`config.mk`:
```
export PLATFORM = sky130hd
export DESIGN_NAME = elevator_dispatcher
export DESIGN_NICKNAME = d
export VERILOG_FILES = /design/src/rtl/elevator_dispatcher.sv
export SDC_FILE = /design/constraint.sdc
export NUM_CORES = 1
export LEC_CHECK = 0
export ABC_AREA = 0
export ABC_CLOCK_PERIOD_IN_PS = 3940
export CORE_MARGIN = 2
export CORE_UTILIZATION = 35
export CTS_CLUSTER_DIAMETER = 60
export DETAILED_ROUTE_END_ITERATION = 16
export GPL_ROUTABILITY_DRIVEN = 1
export SLEW_MARGIN = 20
export SYNTH_ARGS = -nofsm -noshare
export SYNTH_HDL_FRONTEND = slang
export SYNTH_SLANG_ARGS = --single-unit
```
`constraint.sdc`:
```
create_clock -name clk -period 3.94 [get_ports clk]
set_input_delay 1.182 -clock clk [delete_from_list [all_inputs] [get_ports clk]]
set_output_delay 1.182 -clock clk [all_outputs]
set_load 0.05 [all_outputs]
```
`src/rtl/elevator_dispatcher.sv`:
```
// Hall-call dispatcher for a three-car elevator bank: latches hall-call presses,
// scans them round-robin and sends the nearest free car with a one-cycle go pulse.
module elevator_dispatcher #(
  parameter int NUM_FLOORS = 8,
  parameter int FLOOR_W    = 3
) (
  input  logic                  clk,
  input  logic                  rst,
  input  logic [NUM_FLOORS-1:0] call_req,
  input  logic [FLOOR_W-1:0]    pos1,
  input  logic [FLOOR_W-1:0]    pos2,
  input  logic [FLOOR_W-1:0]    pos3,
  input  logic                  busy1,
  input  logic                  busy2,
  input  logic                  busy3,
  output logic [FLOOR_W-1:0]    floor1,
  output logic [FLOOR_W-1:0]    floor2,
  output logic [FLOOR_W-1:0]    floor3,
  output logic                  go1,
  output logic                  go2,
  output logic                  go3,
  output logic [NUM_FLOORS-1:0] pending
);

  typedef enum logic [1:0] {IDLE, SCAN, PICK, ISSUE} state_t;

  state_t                r_state, w_state_nxt;
  logic [NUM_FLOORS-1:0] r_call_req_d;
  logic [NUM_FLOORS-1:0] r_pending;
  logic [FLOOR_W-1:0]    r_scan_ptr;
  logic [FLOOR_W-1:0]    r_sel_floor;
  logic [FLOOR_W-1:0]    r_floor [3];
  logic [2:0]            r_go;
  logic [2:0]            r_reserved;

  logic [FLOOR_W-1:0]    w_pos [3];
  logic [2:0]            w_busy;
  logic [NUM_FLOORS-1:0] w_rise;
  logic [NUM_FLOORS-1:0] w_clr;
  logic [FLOOR_W-1:0]    w_scan_idx;
  logic [FLOOR_W-1:0]    w_scan_floor;
  logic                  w_scan_found;
  logic [FLOOR_W-1:0]    w_dist [3];
  logic [2:0]            w_avail;
  logic [FLOOR_W-1:0]    w_best;
  logic [1:0]            w_sel_car;
  logic                  w_any_avail;
  logic                  w_issue;
  logic [FLOOR_W-1:0]    w_ptr_nxt;

  assign w_pos[0] = pos1;
  assign w_pos[1] = pos2;
  assign w_pos[2] = pos3;
  assign w_busy   = {busy3, busy2, busy1};

  assign w_rise    = call_req & ~r_call_req_d;
  assign w_issue   = (r_state == PICK) && w_any_avail;
  assign w_clr     = w_issue ? (NUM_FLOORS'(1) << r_sel_floor) : '0;
  assign w_ptr_nxt = FLOOR_W'((int'(r_sel_floor) + 1) % NUM_FLOORS);

  // First pending floor at or above the scan pointer, wrapping around.
  always_comb begin
    // NOTE: every variable gets a default before any branch, so no latch is inferred.
    w_scan_found = 1'b0;
    w_scan_floor = '0;
    w_scan_idx   = '0;
    for (int i = 0; i < NUM_FLOORS; i++) begin
      w_scan_idx = FLOOR_W'((int'(r_scan_ptr) + i) % NUM_FLOORS);
      if (!w_scan_found && r_pending[w_scan_idx]) begin
        w_scan_found = 1'b1;
        w_scan_floor = w_scan_idx;
      end
    end
  end

  // Nearest available car; strict '<' keeps ties on the lowest car index.
  always_comb begin
    w_any_avail = 1'b0;
    w_best      = '0;
    w_sel_car   = 2'd0;
    w_avail     = '0;
    for (int c = 0; c < 3; c++) begin
      w_avail[c] = !w_busy[c] && !r_reserved[c];
      w_dist[c]  = (w_pos[c] >= r_sel_floor) ? (w_pos[c] - r_sel_floor)
                                             : (r_sel_floor - w_pos[c]);
      if (w_avail[c] && (!w_any_avail || (w_dist[c] < w_best))) begin
        w_any_avail = 1'b1;
        w_best      = w_dist[c];
        w_sel_car   = 2'(c);
      end
    end
  end

  always_comb begin
    w_state_nxt = r_state;
    unique case (r_state)
      IDLE:    if (|r_pending) w_state_nxt = SCAN;
      SCAN:    w_state_nxt = PICK;
      PICK:    w_state_nxt = w_any_avail ? ISSUE : IDLE;
      ISSUE:   w_state_nxt = IDLE;
      default: w_state_nxt = IDLE;
    endcase
  end

  // NOTE: sequential state uses non-blocking assignments only, so every
  // register samples the pre-edge values of its neighbours.
  always_ff @(posedge clk or negedge rst) begin
    if (!rst) r_state <= IDLE;
    else      r_state <= w_state_nxt;
  end

  always_ff @(posedge clk or negedge rst) begin
    if (!rst) begin
      // A button held through reset is not a fresh press.
      r_call_req_d <= '1;
      r_pending    <= '0;
      r_scan_ptr   <= '0;
      r_sel_floor  <= '0;
      r_go         <= '0;
      r_reserved   <= '0;
      // NOTE: the target array is only three entries and drives outputs, so it
      // is reset element by element rather than left uninitialised.
      for (int c = 0; c < 3; c++) r_floor[c] <= '0;
    end else begin
      r_call_req_d <= call_req;
      r_pending    <= (r_pending & ~w_clr) | w_rise;
      if (r_state == SCAN) r_sel_floor <= w_scan_floor;
      if (w_issue)         r_scan_ptr  <= w_ptr_nxt;
      for (int c = 0; c < 3; c++) begin
        r_go[c] <= w_issue && (w_sel_car == 2'(c));
        if (w_issue && (w_sel_car == 2'(c))) begin
          r_floor[c]    <= r_sel_floor;
          r_reserved[c] <= 1'b1;
        end else if (!w_busy[c] && (w_pos[c] == r_floor[c])) begin
          r_reserved[c] <= 1'b0;
        end
      end
    end
  end

  assign floor1  = r_floor[0];
  assign floor2  = r_floor[1];
  assign floor3  = r_floor[2];
  assign go1     = r_go[0];
  assign go2     = r_go[1];
  assign go3     = r_go[2];
  assign pending = r_pending;

endmodule

```
==> metrics.yaml, run 1 <==
critical_path:
  r2r.worst_path.cells: 18
  worst_setup_sp_type: "primary input"
  timing.setup.critical_path_class: "in -> reg"
  critPathMaxStageDelay_ns: 0.41
  crit_path_cell_trace: "buf_4 > inv_4 > ha_4 > o21ai_4 > nand2b_4 > a21oi_4 > mux2_4 > ha_4 > a21o_1 > a21oi_2 > o31a_1 > nor2_1 > a21oi_1 > ha_2 > buf_6 > a2111oi_4 > a2111o_1 > a211o_4 > mux2_4"
  critPathSlowestCell: "sky130_fd_sc_hd__a2111o_1"
  critical_path_peak_fanout: 4
  setup.reg_to_reg.worst_slack_ns: -0.38
  critPathBufInv: 3
  timing.critical_path.max_delay_family: "compound AO/OA/AOI/OAI gates"
  cp-end-kind: "flop"
  critical_path_depth: 19
  arrival_ns: 4.81
  worst_ep_required_ns: 4.13
synth:
  synth.top_cells.by_area: "sky130_fd_sc_hd__dfrtp_1 24%, sky130_fd_sc_hd__ha_1 11%, sky130_fd_sc_hd__mux4_2 9.1%"
  synth_enable_flop_cells: 0
  synthesis.nets: 378
  postSynth.asyncResetShare: 1.00
  synthDistinctLibCells: 51
  synthDominantCellAreaShare: 0.242
  synth-seq-cells: 39
  synth_ff_type: "sky130_fd_sc_hd__dfrtp_1"
  leading_area_contributor_after_synthesis: "sky130_fd_sc_hd__dfrtp_1"
  synthesis.area_per_instance_sq_um: 9.91
  netlist_area_sq_um: 3200
  yosysWarningCount: 0
  synth_sequential_area_ratio: 0.308
  synth.most_common_cell: "sky130_fd_sc_hd__nand2_1"
  synth_cells: 323
  synth_top_cells_by_count: "36 x sky130_fd_sc_hd__nand2_1, 31 x sky130_fd_sc_hd__dfrtp_1, 31 x sky130_fd_sc_hd__inv_1"
detailed_routing:
  route.detailed.wl_per_inst_microns: 16.0
  routed_wl_microns: 8270
  final_antenna_net_count: 0
  first_pass_drt_iterations: 4
  drc: 0
  first_iter_violations: 133
  drt-vias-per-instance: 5.26
  dr_total_vias: 2726
status:
  outcome: "finished with violations"
  violations: "setup timing"
timing:
  final-setup-viol-count: 15
  hold_ws_ns: 0.517
  totalNegativeSetupSlack_ns: -8.56
  final_worst_path_period_share: 1.17
  worst_max_slew_margin_expressed_relative_to_the_limit: 0.438
  worst_slew_pin_slew_ns: 0.842
  hold_viol_final: 0
  final.min_clock_period_ns: 4.62
  post-route-worst-setup-slack_ns: -0.675
  grt_setup_unrepaired: "true"
  clock_skew_ns: 0.0140
  max_clock_freq_mhz: 217
  final-max-slew-violation-count: 0
die:
  core_area_sq_um: 8810
  design.portCount: 42
  initial_utilization: 0.364
  total_die_area_sq_um: 9930
  die_h_microns: 99.6
  die_w_microns: 99.6
  row_count: 34
global_route:
  globalRouteTotalUtil: 0.177
  grt_antenna_before_repair: 0
  via_count_of_the_first_global_routing_pass: 2819
  global_route_congestion_overflow_total: 0
  grt_start_max_net_pins: 40
  grt_pass1_wl_microns: 14000
clock_network:
  htree_levels: 2
  cts_tree: "done"
  numCtsBuffers: 5
  worstSkewPairLatency_ns: 0.30
  post_cts_hold_buffer_count: 0
  clock_sinks: 39
  cts_max_path_buffers: 2
  clkTransAtPathRegs_ns: 0.09
  root_buffer: "sky130_fd_sc_hd__clkbuf_8"
flow_run:
  timing.max_cap.violations: 0
placed_design:
  port-buffer-count: 41
  place_congestion: 0.875
  dp_hpwl_microns: 6240
hold_path:
  worstHoldPathType: "reg -> reg"
  min_path_cells: 1
final_layout:
  nNetsFinal: 464
  synthToLayoutAreaGrowth_pct: 38.1
  antenna_cells: 0
  post_route_cells_drive_above_1_share: 0.317
power:
  leakage_nw: 1.95
  pwr_density_cell_nw_per_um2: 862
  maximum_ir_drop_on_the_vdd_rail_mv: 0.345
-- worst paths after layout --
kind	startpoint	end
setup / recovery	pos2[0]	floor1[0]
setup reg to reg	r_sel_floor[1]	floor1[0]
min in group asynchronous	rst	pending[2]
hold reg to reg	r_call_req_d[0]	pending[0]
hold / removal	r_call_req_d[0]	pending[0]
max in group asynchronous	rst	floor2[0]
-- state kept, by name (all words and copies together), names as in the netlist --
| signal | cells |
|---|---|
| pending | 8 |
| r_state | 2 |
| r_scan_ptr | 3 |
| r_go | 3 |
| r_call_req_d | 8 |
| floor1 | 3 |
| floor2 | 3 |
| r_reserved | 3 |
| r_sel_floor | 3 |
| floor3 | 3 |
-- cells by family after synthesis --
logic type	share of synthesized area
simple gates	0.120
compound gates	0.150
mux	0.183
buf+inv	0.0539
xor+xnor	0.0410
fa+ha+maj	0.143
flops	0.308
-- metal layers --
metal	GRT usage	part of all wire
met1	0.245	0.47
met2	0.296	0.49
met3	0.0351	0.037
met4	0.0211	0.0031
met5	0	0
-- timing repair --
item | 4_1_cts | 5_1_grt
endpoints found under the setup margin | 15 | 15
pin swaps | 17 | 8
gates resized for setup | 43 | 11
gates cloned | 0 | 0
setup buffers | 8 | 4
-- power by group --
part / total, W / leakage [nW] / switching [W] / internal [W]
Sequential: 0.000730 / 0.445 / 0.000195 / 0.000535
Clock: 0.000342 / 0.0548 / 0.000151 / 0.000191
Combinational: 0.00274 / 1.45 / 0.00145 / 0.00129
-- final cells by class --
| class | instances | area, sq um |
|---|---|---|
| clock inverters | 3 | 46.3 |
| fillers | 797 | 4380 |
| well taps | 108 | 135 |
| clock buffers | 5 | 68.8 |
| multi-input cells | 241 | 2270 |
| repair buffers | 91 | 786 |
| flip-flops and latches | 39 | 986 |
| inverters | 31 | 126 |
-- stage by stage --
step	util	cells	cell area, sq um	total power, W	setup slack [ns]
final	0.502	518	4420	0.00381	-0.675
after global routing	0.502	518	4420	0.00412	-0.795
after CTS	0.493	514	4340	0.00370	-0.643
after detailed placement	0.461	498	4060	0.00310	-1.51
after global placement	0.461	498	4060	0.00306	-1.38
after floorplan	-	323	3290	0.00235	-0.588
-- cell usage in the layout (no fill, tap or decap), types with 9 or more instances in the layout --
cell type and n:
sky130_fd_sc_hd__inv_1 26, sky130_fd_sc_hd__clkdlybuf4s50_1 34, sky130_fd_sc_hd__buf_4 47, sky130_fd_sc_hd__mux2i_1 10
sky130_fd_sc_hd__o21ai_0 20, sky130_fd_sc_hd__ha_1 21, sky130_fd_sc_hd__nand2_1 35, sky130_fd_sc_hd__xor2_1 10
sky130_fd_sc_hd__nor2_1 9, sky130_fd_sc_hd__mux4_2 13, sky130_fd_sc_hd__nand3_1 9, sky130_fd_sc_hd__dfrtp_1 31
Power figures use the tool's default switching activity.
==> run 2, diff against run 1 <==
- CORE_UTILIZATION: 35 -> 51
- PLACE_DENSITY: not set -> 0.78
==> run 2 against run 1 <==
Against the previous run: maximum frequency rose by 1.1%; largest power group unchanged; largest cell class unchanged; the run still ends with setup timing left; critical path depth is the same; global-route usage rose by 7.1 points; routed wire length rose by 1.2%; setup slack better by 0.052 ns; sequential cell count did not move; hold slack improved by 0.00076 ns; non-clock buffer count decreased by 4; via count grew 2.9%.
==> metrics.yaml, run 2 (synthesized netlist as in run 1, its figures left out) <==
critical_path:
  crit_path_cell_trace: "buf_8 > inv_8 > ha_4 > nand2b_4 > a21o_1 > a21o_1 > mux2_4 > nand2_4 > ha_4 > a21o_1 > a21oi_2 > o31a_1 > nor2_1 > a21oi_1 > ha_2 > nor3_4 > a2111o_1 > a211o_1 > mux2_4"  # was buf_4 > inv_4 > ha_4 > o21ai_4 > nand2b_4 > a21oi_4 > mux2_4 > ha_4 > a21o_1 > a21oi_2 > o31a_1 > nor2_1 > a21oi_1 > ha_2 > buf_6 > a2111oi_4 > a2111o_1 > a211o_4 > mux2_4
  critical_path_peak_fanout: 4  # unchanged
  timing.setup.critical_path_class: "in -> reg"  # unchanged
  timing.critical_path.max_delay_family: "compound AO/OA/AOI/OAI gates"  # unchanged
  critPathSlowestCell: "sky130_fd_sc_hd__a2111o_1"  # unchanged
  path_common_cell: "sky130_fd_sc_hd__a21o_1"
  rr_startpoint: "r_sel_floor[1]"  # unchanged
  critPathBufInv: 2  # was 3
  critPathMaxStageDelay_ns: 0.42  # was 0.41 ns
  cp-end-kind: "flop"  # unchanged
  arrival_ns: 4.76  # was 4.81 ns
  worst_setup_sp_type: "primary input"  # unchanged
  worstSetupStartpoint: "pos1[0]"  # was pos2[0]
  worst_ep_required_ns: 4.13  # about the same
die:
  die_h_microns: 83.2  # was 99.6 microns
  total_die_area_sq_um: 6930  # was 9930 sq um
  row_count: 28  # was 34
  design.portCount: 42  # unchanged
  core_area_sq_um: 5990  # was 8810 sq um
  initial_utilization: 0.534  # was 0.364
  die_w_microns: 83.2  # was 99.6 microns
clock_network:
  clkTransAtPathRegs_ns: 0.08  # was 0.09 ns
  root_buffer: "sky130_fd_sc_hd__clkbuf_8"  # unchanged
  cts_tree: "done"  # unchanged
  clock_sinks: 39  # unchanged
  htree_levels: 2  # unchanged
  cts_max_path_buffers: 2  # unchanged
  post_cts_hold_buffer_count: 0  # unchanged
  worstSkewPairLatency_ns: 0.30  # about the same
  numCtsBuffers: 5  # unchanged
final_layout:
  layout_commonest_cell: "sky130_fd_sc_hd__buf_4"  # unchanged
  synthToLayoutAreaGrowth_pct: 35.6  # was 38.1%
  final_cell_mix: "40 x sky130_fd_sc_hd__buf_4, 35 x sky130_fd_sc_hd__nand2_1, 34 x sky130_fd_sc_hd__clkdlybuf4s50_1, 31 x sky130_fd_sc_hd__dfrtp_1, 26 x sky130_fd_sc_hd__inv_1"  # was 47 x sky130_fd_sc_hd__buf_4, 35 x sky130_fd_sc_hd__nand2_1, 34 x sky130_fd_sc_hd__clkdlybuf4s50_1, 31 x sky130_fd_sc_hd__dfrtp_1, 26 x sky130_fd_sc_hd__inv_1
  antenna_cells: 0  # unchanged
  nNetsFinal: 460  # was 464
  post_route_cells_drive_above_1_share: 0.303  # was 0.317
hold_path:
  worstHoldPathType: "reg -> reg"  # unchanged
  holdCritStartpoint: "r_call_req_d[1]"  # was r_call_req_d[0]
status:
  outcome: "finished with violations"  # unchanged
  violations: "setup timing"  # unchanged
detailed_routing:
  route.detailed.wl_per_inst_microns: 17.4  # was 16.0 microns
  routed-wl-met2_microns: 4040  # was 4020 microns
  final_antenna_net_count: 0  # unchanged
  routedLengthMet1_microns: 3820  # was 3920 microns
  topRoutingLayerUsed: "met4"  # unchanged
  routed_wl_microns: 8370  # was 8270 microns
  met3RoutedLength_microns: 413  # was 303 microns
  drt-vias-per-instance: 5.83  # was 5.26
  first_pass_drt_iterations: 5  # was 4
  drc: 0  # unchanged
  dr_total_vias: 2805  # was 2726
  first_iter_violations: 213  # was 133
timing:
  grt_setup_unrepaired: "true"  # unchanged
  worst_slew_pin_slew_ns: 0.856  # was 0.842 ns
  hold_viol_final: 0  # unchanged
  worst_max_slew_margin_expressed_relative_to_the_limit: 0.429  # was 0.438
  final-setup-viol-count: 15  # unchanged
  final_worst_path_period_share: 1.16  # was 1.17
  clock_skew_ns: 0.00626  # was 0.0140 ns
  max_clock_freq_mhz: 219  # was 217 MHz
  totalNegativeSetupSlack_ns: -8.23  # was -8.56 ns
  final.min_clock_period_ns: 4.56  # was 4.62 ns
  post-route-worst-setup-slack_ns: -0.623  # was -0.675 ns
  hold_ws_ns: 0.518  # was 0.517 ns
  final-max-slew-violation-count: 0  # unchanged
flow_run:
  timing.max_cap.violations: 0  # unchanged
global_route:
  globalRouteTotalUtil: 0.248  # was 0.177
  global_route_congestion_overflow_total: 0  # unchanged
  grt_start_max_net_pins: 40  # unchanged
  grt_antenna_before_repair: 0  # unchanged
  via_count_of_the_first_global_routing_pass: 2831  # was 2819
  grt_pass1_wl_microns: 14000  # about the same
placed_design:
  port-buffer-count: 41  # unchanged
  dp_hpwl_microns: 6220  # was 6240 microns
  place_congestion: 0.899  # was 0.875
power:
  leakage_nw: 1.93  # was 1.95 nW
  pwr_density_cell_nw_per_um2: 862  # about the same
  maximum_ir_drop_on_the_vdd_rail_mv: 0.487  # was 0.345 mV
==> run 2: cell types whose count changed in the layout (fill, tap and decap cells not counted), moves of 2 or more <==
cell / previous run / this run
sky130_fd_sc_hd__buf_4: 47 / 40
sky130_fd_sc_hd__mux2_2: 8 / 6
sky130_fd_sc_hd__mux2_4: 8 / 10
sky130_fd_sc_hd__buf_6: 4 / 6
sky130_fd_sc_hd__ha_1: 21 / 19
==> run 2: final timing paths <==
check,slack (ns),depth (start not counted),to
worst min-delay path,0.52,1,pending[1]
min in group asynchronous,0.99,1,pending[4]
worst min register to register,0.52,1,pending[1]
worst max-delay path,-0.62,19,floor1[0]
worst max register to register,-0.35,17,floor1[0]
max in group asynchronous,2.42,1,r_go[2]
==> run 2: layout make-up <==
type	count	area, sq um
Multi-Input combinational cell	241	2270
Fill cell	427	1650
Sequential cell	39	986
Timing Repair Buffer	87	767
Inverter	31	126
Tap cell	75	93.8
Clock buffer	6	82.6
Clock inverter	2	16.3
==> run 2: power breakdown <==
part	internal (W)	switching [W]	leakage, nW
sequential	0.000535	0.000203	0.445
clock	0.000143	0.000152	0.0474
combinational	0.00126	0.00145	1.44
==> run 2: per-stage QoR <==
step | utilization | std cells | instance area, sq um | total power, W | worst slack, ns
CTS | 0.720 | 479 | 4310 | 0.00367 | -0.642
global route | 0.725 | 481 | 4340 | 0.00399 | -0.776
finish | 0.725 | 481 | 4340 | 0.00374 | -0.623
global placement | 0.668 | 463 | 4000 | 0.00301 | -1.34
floorplan | - | 323 | 3290 | 0.00235 | -0.588
detailed placement | 0.668 | 463 | 4000 | 0.00309 | -1.41
==> run 2: per-layer routing <==
| layer | track usage | vias to the layer above |
|---|---|---|
| met1 | 0.353 | 1382 |
| met5 | 0 | - |
| met3 | 0.0388 | 14 |
| met2 | 0.402 | 96 |
| met4 | 0.0537 | 0 |
| li1 | - | 1313 |
==> run 2: timing repair <==
| item | 4_1_cts | 5_1_grt |
|---|---|---|
| pin swaps | 18 | 3 |
| resized for setup | 51 | 3 |
| buffers inserted | 8 | 2 |
| setup endpoints to repair | 15 | 15 |
